===== src/rtl/clk_gate_pkg.sv =====
// Shared definitions for the per-domain clock gating controller:
// FSM state encoding, counter width and parameter defaults.
package clk_gate_pkg;

  localparam int CNT_W         = 8;
  localparam int N_DOM_DEF     = 4;
  localparam int WAKE_CYC_DEF  = 2;
  localparam int IDLE_CYC_DEF  = 16;

  localparam logic [CNT_W-1:0] CNT_ZERO = {CNT_W{1'b0}};
  localparam logic [CNT_W-1:0] CNT_ONE  = {{(CNT_W-1){1'b0}}, 1'b1};

  typedef enum logic [1:0] {
    ST_OFF       = 2'd0,
    ST_WAKE      = 2'd1,
    ST_ON        = 2'd2,
    ST_IDLE_WAIT = 2'd3
  } dom_state_e;

  // Reload value for a countdown lasting 'cyc' cycles (counter runs cyc-1 .. 0).
  function automatic logic [CNT_W-1:0] cnt_load(input int cyc);
    return CNT_W'(cyc - 1);
  endfunction

endpackage


===== src/rtl/clk_gate_cell.sv =====
// Glitch-free clock gate: enable captured by a latch that is transparent
// while CLK is low, then ANDed with CLK. Because the latch is closed for the
// whole high phase, neither an enable change nor RST can shorten a pulse that
// has already started.
module clk_gate_cell (
  input  logic CLK,
  input  logic RST,
  input  logic En,
  output logic Gated_CLK
);

  logic r_en_lat;

  // Low-transparent enable latch; reset is applied through the open latch so
  // a running high phase always completes at full width.
  always_latch begin
    if (!CLK) begin
      if (RST) begin
        r_en_lat <= 1'b0;
      end else begin
        r_en_lat <= En;
      end
    end
  end

  assign Gated_CLK = CLK & r_en_lat;

endmodule


===== src/rtl/clk_gate_ctrl.sv =====
// Per-domain clock gating controller. Each domain runs an OFF/WAKE/ON/IDLE_WAIT
// FSM with an 8-bit down-counter that produces registered Clk_En and Ack, and
// drives one clk_gate_cell. Force_On bypasses the gate enables only; the FSMs
// keep running untouched.
module clk_gate_ctrl
  import clk_gate_pkg::*;
#(
  parameter int N_DOM    = N_DOM_DEF,
  parameter int WAKE_CYC = WAKE_CYC_DEF,
  parameter int IDLE_CYC = IDLE_CYC_DEF
) (
  input  logic             CLK,
  input  logic             RST,
  input  logic [N_DOM-1:0] Req,
  input  logic             Force_On,
  output logic [N_DOM-1:0] Ack,
  output logic [N_DOM-1:0] Clk_En,
  output logic [N_DOM-1:0] Gated_CLK,
  output logic             Busy
);

  localparam logic [CNT_W-1:0] LD_WAKE = cnt_load(WAKE_CYC);
  localparam logic [CNT_W-1:0] LD_IDLE = cnt_load(IDLE_CYC);

  // Gate latches are only cleared by reset when Force_On is not overriding,
  // so the override keeps clocks running even while the FSMs are held in reset.
  logic w_cell_rst;
  assign w_cell_rst = RST & ~Force_On;

  for (genvar g = 0; g < N_DOM; g++) begin : g_dom

    dom_state_e       r_state;
    logic [CNT_W-1:0] r_cnt;
    logic             r_ack;
    logic             r_clk_en;
    logic             w_gate_en;

    // Domain FSM: wake countdown, grant, idle countdown before gating off.
    always_ff @(posedge CLK or posedge RST) begin
      if (RST) begin
        r_state  <= ST_OFF;
        r_cnt    <= CNT_ZERO;
        r_ack    <= 1'b0;
        r_clk_en <= 1'b0;
      end else begin
        case (r_state)
          ST_OFF: begin
            if (Req[g]) begin
              r_state  <= ST_WAKE;
              r_cnt    <= LD_WAKE;
              r_clk_en <= 1'b1;
              r_ack    <= 1'b0;
            end else begin
              r_clk_en <= 1'b0;
              r_ack    <= 1'b0;
            end
          end
          ST_WAKE: begin
            // A request that drops mid-wake still finishes the wake period.
            if (r_cnt != CNT_ZERO) begin
              r_cnt <= r_cnt - CNT_ONE;
            end else if (Req[g]) begin
              r_state <= ST_ON;
              r_ack   <= 1'b1;
            end else begin
              r_state <= ST_IDLE_WAIT;
              r_cnt   <= LD_IDLE;
            end
          end
          ST_ON: begin
            if (!Req[g]) begin
              r_state <= ST_IDLE_WAIT;
              r_cnt   <= LD_IDLE;
              r_ack   <= 1'b0;
            end else begin
              r_ack   <= 1'b1;
            end
          end
          ST_IDLE_WAIT: begin
            // Clock is still running here, so a returning request is granted
            // immediately; it also beats a simultaneous timeout.
            if (Req[g]) begin
              r_state <= ST_ON;
              r_ack   <= 1'b1;
            end else if (r_cnt == CNT_ZERO) begin
              r_state  <= ST_OFF;
              r_clk_en <= 1'b0;
            end else begin
              r_cnt <= r_cnt - CNT_ONE;
            end
          end
          default: begin
            r_state  <= ST_OFF;
            r_cnt    <= CNT_ZERO;
            r_ack    <= 1'b0;
            r_clk_en <= 1'b0;
          end
        endcase
      end
    end

    assign Ack[g]    = r_ack;
    assign Clk_En[g] = r_clk_en;
    assign w_gate_en = r_clk_en | Force_On;

    clk_gate_cell u_gate (
      .CLK       (CLK),
      .RST       (w_cell_rst),
      .En        (w_gate_en),
      .Gated_CLK (Gated_CLK[g])
    );

  end

  assign Busy = |Clk_En;

endmodule


===== config.mk =====
export PLATFORM = sky130hd
export DESIGN_NAME = clk_gate_ctrl
export DESIGN_NICKNAME = d
export VERILOG_FILES = /design/src/rtl/clk_gate_pkg.sv /design/src/rtl/clk_gate_cell.sv /design/src/rtl/clk_gate_ctrl.sv
export SDC_FILE = /design/constraint.sdc
export NUM_CORES = 1
export LEC_CHECK = 0
export CAP_MARGIN = 5
export CORE_MARGIN = 2
export CORE_UTILIZATION = 40
export DETAILED_ROUTE_END_ITERATION = 16
export SYNTH_ARGS = -nofsm -noshare
export SYNTH_HDL_FRONTEND = slang
export SYNTH_SLANG_ARGS = --single-unit

===== constraint.sdc =====
create_clock -name CLK -period 1.95 [get_ports CLK]
set_clock_uncertainty 0.15 [all_clocks]
set_input_delay 0.585 -clock CLK [delete_from_list [all_inputs] [get_ports CLK]]
set_output_delay 0.585 -clock CLK [all_outputs]
set_load 0.01 [all_outputs]

Yosys cells after proc, flatten, opt, wreduce, memory -nomap -nowiden

Index checks and enable logic that the tools add are counted.

Memories: 0
Bits in latches: 4
Register bits after elaboration: 48
Input port bits: 7
Memory bits (writable): 0
Logic and storage cells: 191
Output and inout bits: 13
Bits in read-only memories: 0

$lt $le $gt $ge: 0
Add/sub/neg operators: 4
Bitwise logic cells: 10
Shift operators: 0
Eq/ne operators: 40
Multiply operators: 0
Reductions and logical operators: 29
Mux-type cells: 88
Divide/modulo/power cells: 0

Operators with widths:

| operator                                                              | number |
|---|---|
| 8-bit 2-to-1 mux                                                      | 20 |
| 8-bit case mux with 4 select lines                                    | 4 |
| 2-bit inequality test, second input constant                          | 24 |
| 2-bit 2-to-1 mux                                                      | 20 |
| 8-bit zero test                                                       | 4 |
| 1-bit 2-to-1 mux                                                      | 32 |
| 2-bit case mux with 4 select lines                                    | 4 |
| 8-bit nonzero test                                                    | 4 |
| 8-bit by 1-bit subtractor with 8-bit output, second input constant    | 4 |
| 3-bit AND reduction                                                   | 8 |
| 2-bit equality test, second input constant                            | 8 |
| 1-bit case mux with 4 select lines                                    | 4 |
| 4-bit AND reduction                                                   | 4 |
| 3-bit inequality test, second input constant                          | 4 |
| 2-bit by 1-bit equality test with 1-bit output, second input constant | 4 |
| 2-bit zero test                                                       | 4 |
| 1-bit case mux with 2 select lines                                    | 4 |
| 2-bit nonzero test                                                    | 4 |
| 1-bit bitwise AND                                                     | 5 |
| 1-bit OR                                                              | 4 |
| 4-bit OR reduction                                                    | 1 |
| 1-bit inverter                                                        | 1 |

Longest topological paths before layout

Depth after elaboration: 4
Gate-level depth with buffers: 7
Depth with buffers taken out: 6

Hierarchy

Synthesis repeated with hierarchy kept, for this count alone.

Cells, all modules: 386
Area total of the unflattened synthesis: 3334.4 um^2

Modules (own cells, without submodules):

| module        | times used | cells each | seq. area each (um^2) | area an instance (um^2) |
|---|---|---|---|---|
| clk_gate_ctrl | 1          | 374        | 1201.2                | 3194.3 |
| clk_gate_cell | 4          | 3          | 0.0                   | 35.0 |

==> impl_results.rst <==
.. list-table::
   :header-rows: 1

   * - Metric
     - Value
   * - Status
     - complete, but fails checks
   * - Violations in the final reports
     - negative setup slack
   * - Largest stage delay on the critical path
     - 410 ps
   * - Iteration-0 DRC Markers
     - 123
   * - Pin count of the biggest net entering global routing
     - 19
   * - Number of storage elements in the synthesis netlist
     - 52
   * - Slew of the pin with the lowest slew margin
     - 459 ps
   * - Pint
     - 3.79 mW
   * - Routed wire length on met2
     - 4310 um
   * - Height of the die
     - 94.9 um
   * - Start point of the worst min-delay path
     - g_dom[1].r_ack
   * - Detail Route met3 WL
     - 312 um
   * - GP Congestion
     - 0.860
   * - RSZ-0062 raised after global routing
     - true
   * - Nets
     - 489
   * - Async SR Flop Fraction
     - 92.3%
   * - Vias
     - 3341
   * - Largest fanout on the critical path
     - 1
   * - Placement-stage worst setup slack
     - -1070 ps
   * - Total die area
     - 9000 um2
   * - I/O pin count
     - 20
   * - Worst setup path start
     - g_dom[2].u_gate.r_en_lat
   * - Number of diodes added for antenna fixing
     - 0
   * - Distinct cell type count of the synthesized netlist
     - 65
   * - # port buffers
     - 19
   * - DRC violation count after routing
     - 0
   * - Count of flip-flops with a built-in enable after synthesis
     - 0
   * - Gr usage total
     - 21.2%
   * - Power per unit of standard cell area
     - 1430 nW/um2
   * - Hold buffer count at CTS
     - 0
   * - Top_reg_cell synth
     - sky130_fd_sc_hd__dfrtp_1
   * - Skew-Pair Late Insertion Delay
     - 420 ps
   * - Switching power of the nets
     - 2.72 mW
   * - Slew headroom
     - 69.1%
   * - Fraction of power consumed by the clock network
     - 19.1%
   * - Antenna-violating nets left
     - 0
   * - Final core utilization
     - 56.4%
   * - Avg Cell Area, Syn
     - 8.54 um2
   * - Total congestion overflow
     - 0
   * - Metal-1 WL
     - 4200 um
   * - Average vias per placed instance
     - 5.73
   * - Critical Path Source Type
     - latch
   * - Synthesis-to-finish area growth
     - 38.2%
   * - CP max-delay cell
     - sky130_fd_sc_hd__dlxtn_2
   * - Kind of capture point of the worst setup path
     - output port
   * - Worst voltage drop across the vdd grid
     - 613 uV
   * - Placement Rows
     - 33
   * - Total length of routed wires
     - 8980 um
   * - Synthesized net count
     - 399
   * - WP data required
     - 1210 ps
   * - Layout cells sized above 1
     - 37.0%
   * - Total leakage power
     - 1.98 nW
   * - Final hold violations
     - 0
   * - WL/cell
     - 15.4 um
   * - Worst r2r src
     - g_dom[2].r_cnt[0]
   * - Cells along the critical path
     - and2_4 > buf_6
   * - Global-route wire length before repair
     - 14900 um
   * - Core Area
     - 8090 um2
   * - TritonCTS clock tree
     - built
   * - Total standard cell area after synthesis
     - 3300 um2
   * - Power share of the combinational group
     - 51.5%
   * - Final worst setup slack
     - -826 ps
   * - Max_cap viols
     - 0
   * - Number of slew-limit violations in the final report
     - 0
   * - Top Metal Used
     - met4
   * - Crit Path Class
     - latch -> out
   * - Worst Hold Class
     - reg -> reg
   * - Number of global-route vias before repair
     - 3255
   * - Share of power burned in registers
     - 29.4%
   * - Initial Util
     - 40.8%
   * - Number of detailed-routing iterations run before antenna repair
     - 4
   * - Antenna violations before repair
     - 0
   * - Gate Count Post-Synth
     - 387
   * - Final setup viols
     - 17
   * - Switch share
     - 41.7%
   * - Data arrival time of the critical path
     - 2040 ps
   * - YS warnings
     - 0
   * - Clock slew seen by the registers of the worst setup and hold paths
     - 100 ps
   * - Placed wire-length estimate after detailed placement
     - 6300 um
   * - Die width
     - 94.9 um
state kept, by name, indices dropped and copies added, names as in the netlist:
signal,flops
g_dom.r_ack,4
g_dom.r_clk_en,4
g_dom.r_cnt,32
g_dom.r_state,8
g_dom.u_gate.r_en_lat,4
path summary, 6_finish.rpt:
kind | to | slack, ps | cells past startpoint
setup reg to reg | g_dom[2].r_cnt[1] | -110 | 6
hold / removal | g_dom[1].r_ack | 390 | 2
setup / recovery | Gated_CLK[2] | -830 | 2
hold reg to reg | g_dom[1].r_ack | 390 | 2
max in group asynchronous | g_dom[1].r_ack | 930 | 3
min in group asynchronous | g_dom[0].r_cnt[3] | 450 | 3
cell usage in the layout (no fill, tap or decap), types with 5 or more instances in the layout:
cell type and count:
sky130_fd_sc_hd__a21o_1 6, sky130_fd_sc_hd__a21oi_1 19, sky130_fd_sc_hd__a31oi_1 11, sky130_fd_sc_hd__and2_4 5, sky130_fd_sc_hd__buf_4 88, sky130_fd_sc_hd__buf_6 10
sky130_fd_sc_hd__clkbuf_8 9, sky130_fd_sc_hd__clkdlybuf4s50_1 6, sky130_fd_sc_hd__dfrtp_1 48, sky130_fd_sc_hd__inv_1 15, sky130_fd_sc_hd__nand2_1 28, sky130_fd_sc_hd__nand3_1 12
sky130_fd_sc_hd__nand4_1 5, sky130_fd_sc_hd__nor2_1 27, sky130_fd_sc_hd__nor3_1 8, sky130_fd_sc_hd__o211ai_1 5, sky130_fd_sc_hd__o21ai_0 30, sky130_fd_sc_hd__o21ai_1 8
sky130_fd_sc_hd__o22ai_1 6, sky130_fd_sc_hd__o31ai_1 5
per-stage QoR:
stage                     area (um2)  hold WS (ps)  total power [mW]  cells  setup TNS, ps
after floorplan                 3370           322              3.90    387          -3520
after global placement          4150           381              4.97    566          -8230
after detailed placement        4150           379              5.04    566          -8670
after CTS                       4400           394              6.23    580          -3940
after global routing            4570           439              7.01    583          -4550
final                           4570           389              6.51    583          -3750
worst max-delay path, delay by kind of cell (launching register included):
family	cells	cell delay (ps)
latches	1	410
buffers and inverters	1	90
AND/OR/NAND/NOR	1	130
layer usage:
metal	global-route usage, %	up-vias
li1	-	1637
met1	27.4	1620
met2	33.8	68
met3	4.47	16
met4	9.90	0
met5	0	-
Yosys cell counts, drive strengths merged (3+ instances only):
cell type | n | area, um2
buf | 16 | 109
nor4 | 3 | 25.0
or3 | 5 | 36.3
or2 | 6 | 40.0
o2111ai | 3 | 26.3
clkbuf | 17 | 63.8
a21o | 6 | 45.0
a21oi | 21 | 105
o22ai | 6 | 37.5
ha | 5 | 62.6
o21ai | 41 | 209
a31oi | 11 | 68.8
a221oi | 3 | 26.3
inv | 20 | 75.1
dfrtp | 48 | 1200
and2 | 7 | 43.8
o311ai | 3 | 26.3
o221ai | 6 | 52.6
nand3 | 12 | 60.1
nor3 | 11 | 55.1
nand2b | 5 | 31.3
nand4 | 5 | 31.3
a32o | 3 | 30.0
or4b | 3 | 30.0
o41ai | 5 | 51.3
nor2 | 31 | 121
nand2 | 28 | 105
dlxtn | 4 | 60.1
a32oi | 3 | 26.3
or4 | 6 | 45.0
o31ai | 6 | 45.0
o211ai | 5 | 37.5
layout make-up:
type | instances | area [um2]
multi-input cells | 282 | 2040
flip-flops and latches | 52 | 1260
clock inverters | 1 | 8.76
inverters | 20 | 78.8
fillers | 766 | 3530
repair buffers | 108 | 843
clock buffers | 15 | 198
well taps | 105 | 131
cells by family (layout without fill, tap and decap cells):
family | count (synthesis) | after routing | synth area share, %
AND/OR/NAND/NOR | 131 | 131 | 21.3
buffers and inverters | 53 | 144 | 7.50
AO/OA/AOI/OAI | 143 | 143 | 30.2
multiplexers | 2 | 2 | 0.682
latches | 4 | 4 | 1.82
flip-flops | 48 | 48 | 36.4
adder cells (fa/ha/maj) | 5 | 5 | 1.89
XOR/XNOR | 1 | 1 | 0.265
power groups by stage:
stage / Sequential, mW / Clock [mW] / Combinational, mW
finish: 1.92 / 1.24 / 3.35
global route: 1.99 / 1.34 / 3.69
CTS: 1.88 / 1.25 / 3.10
detailed placement: 1.88 / 0.178 / 2.98
global placement: 1.87 / 0.178 / 2.92
floorplan: 1.74 / 0.199 / 1.96
repair_timing:
action / CTS / global route
endpoints found under the setup margin: 41 / 51
gates cloned: 0 / 0
pin swaps: 11 / 21
setup buffers: 2 / 3
gates resized for setup: 59 / 46
No activity file was read; power rests on OpenSTA's default activity.
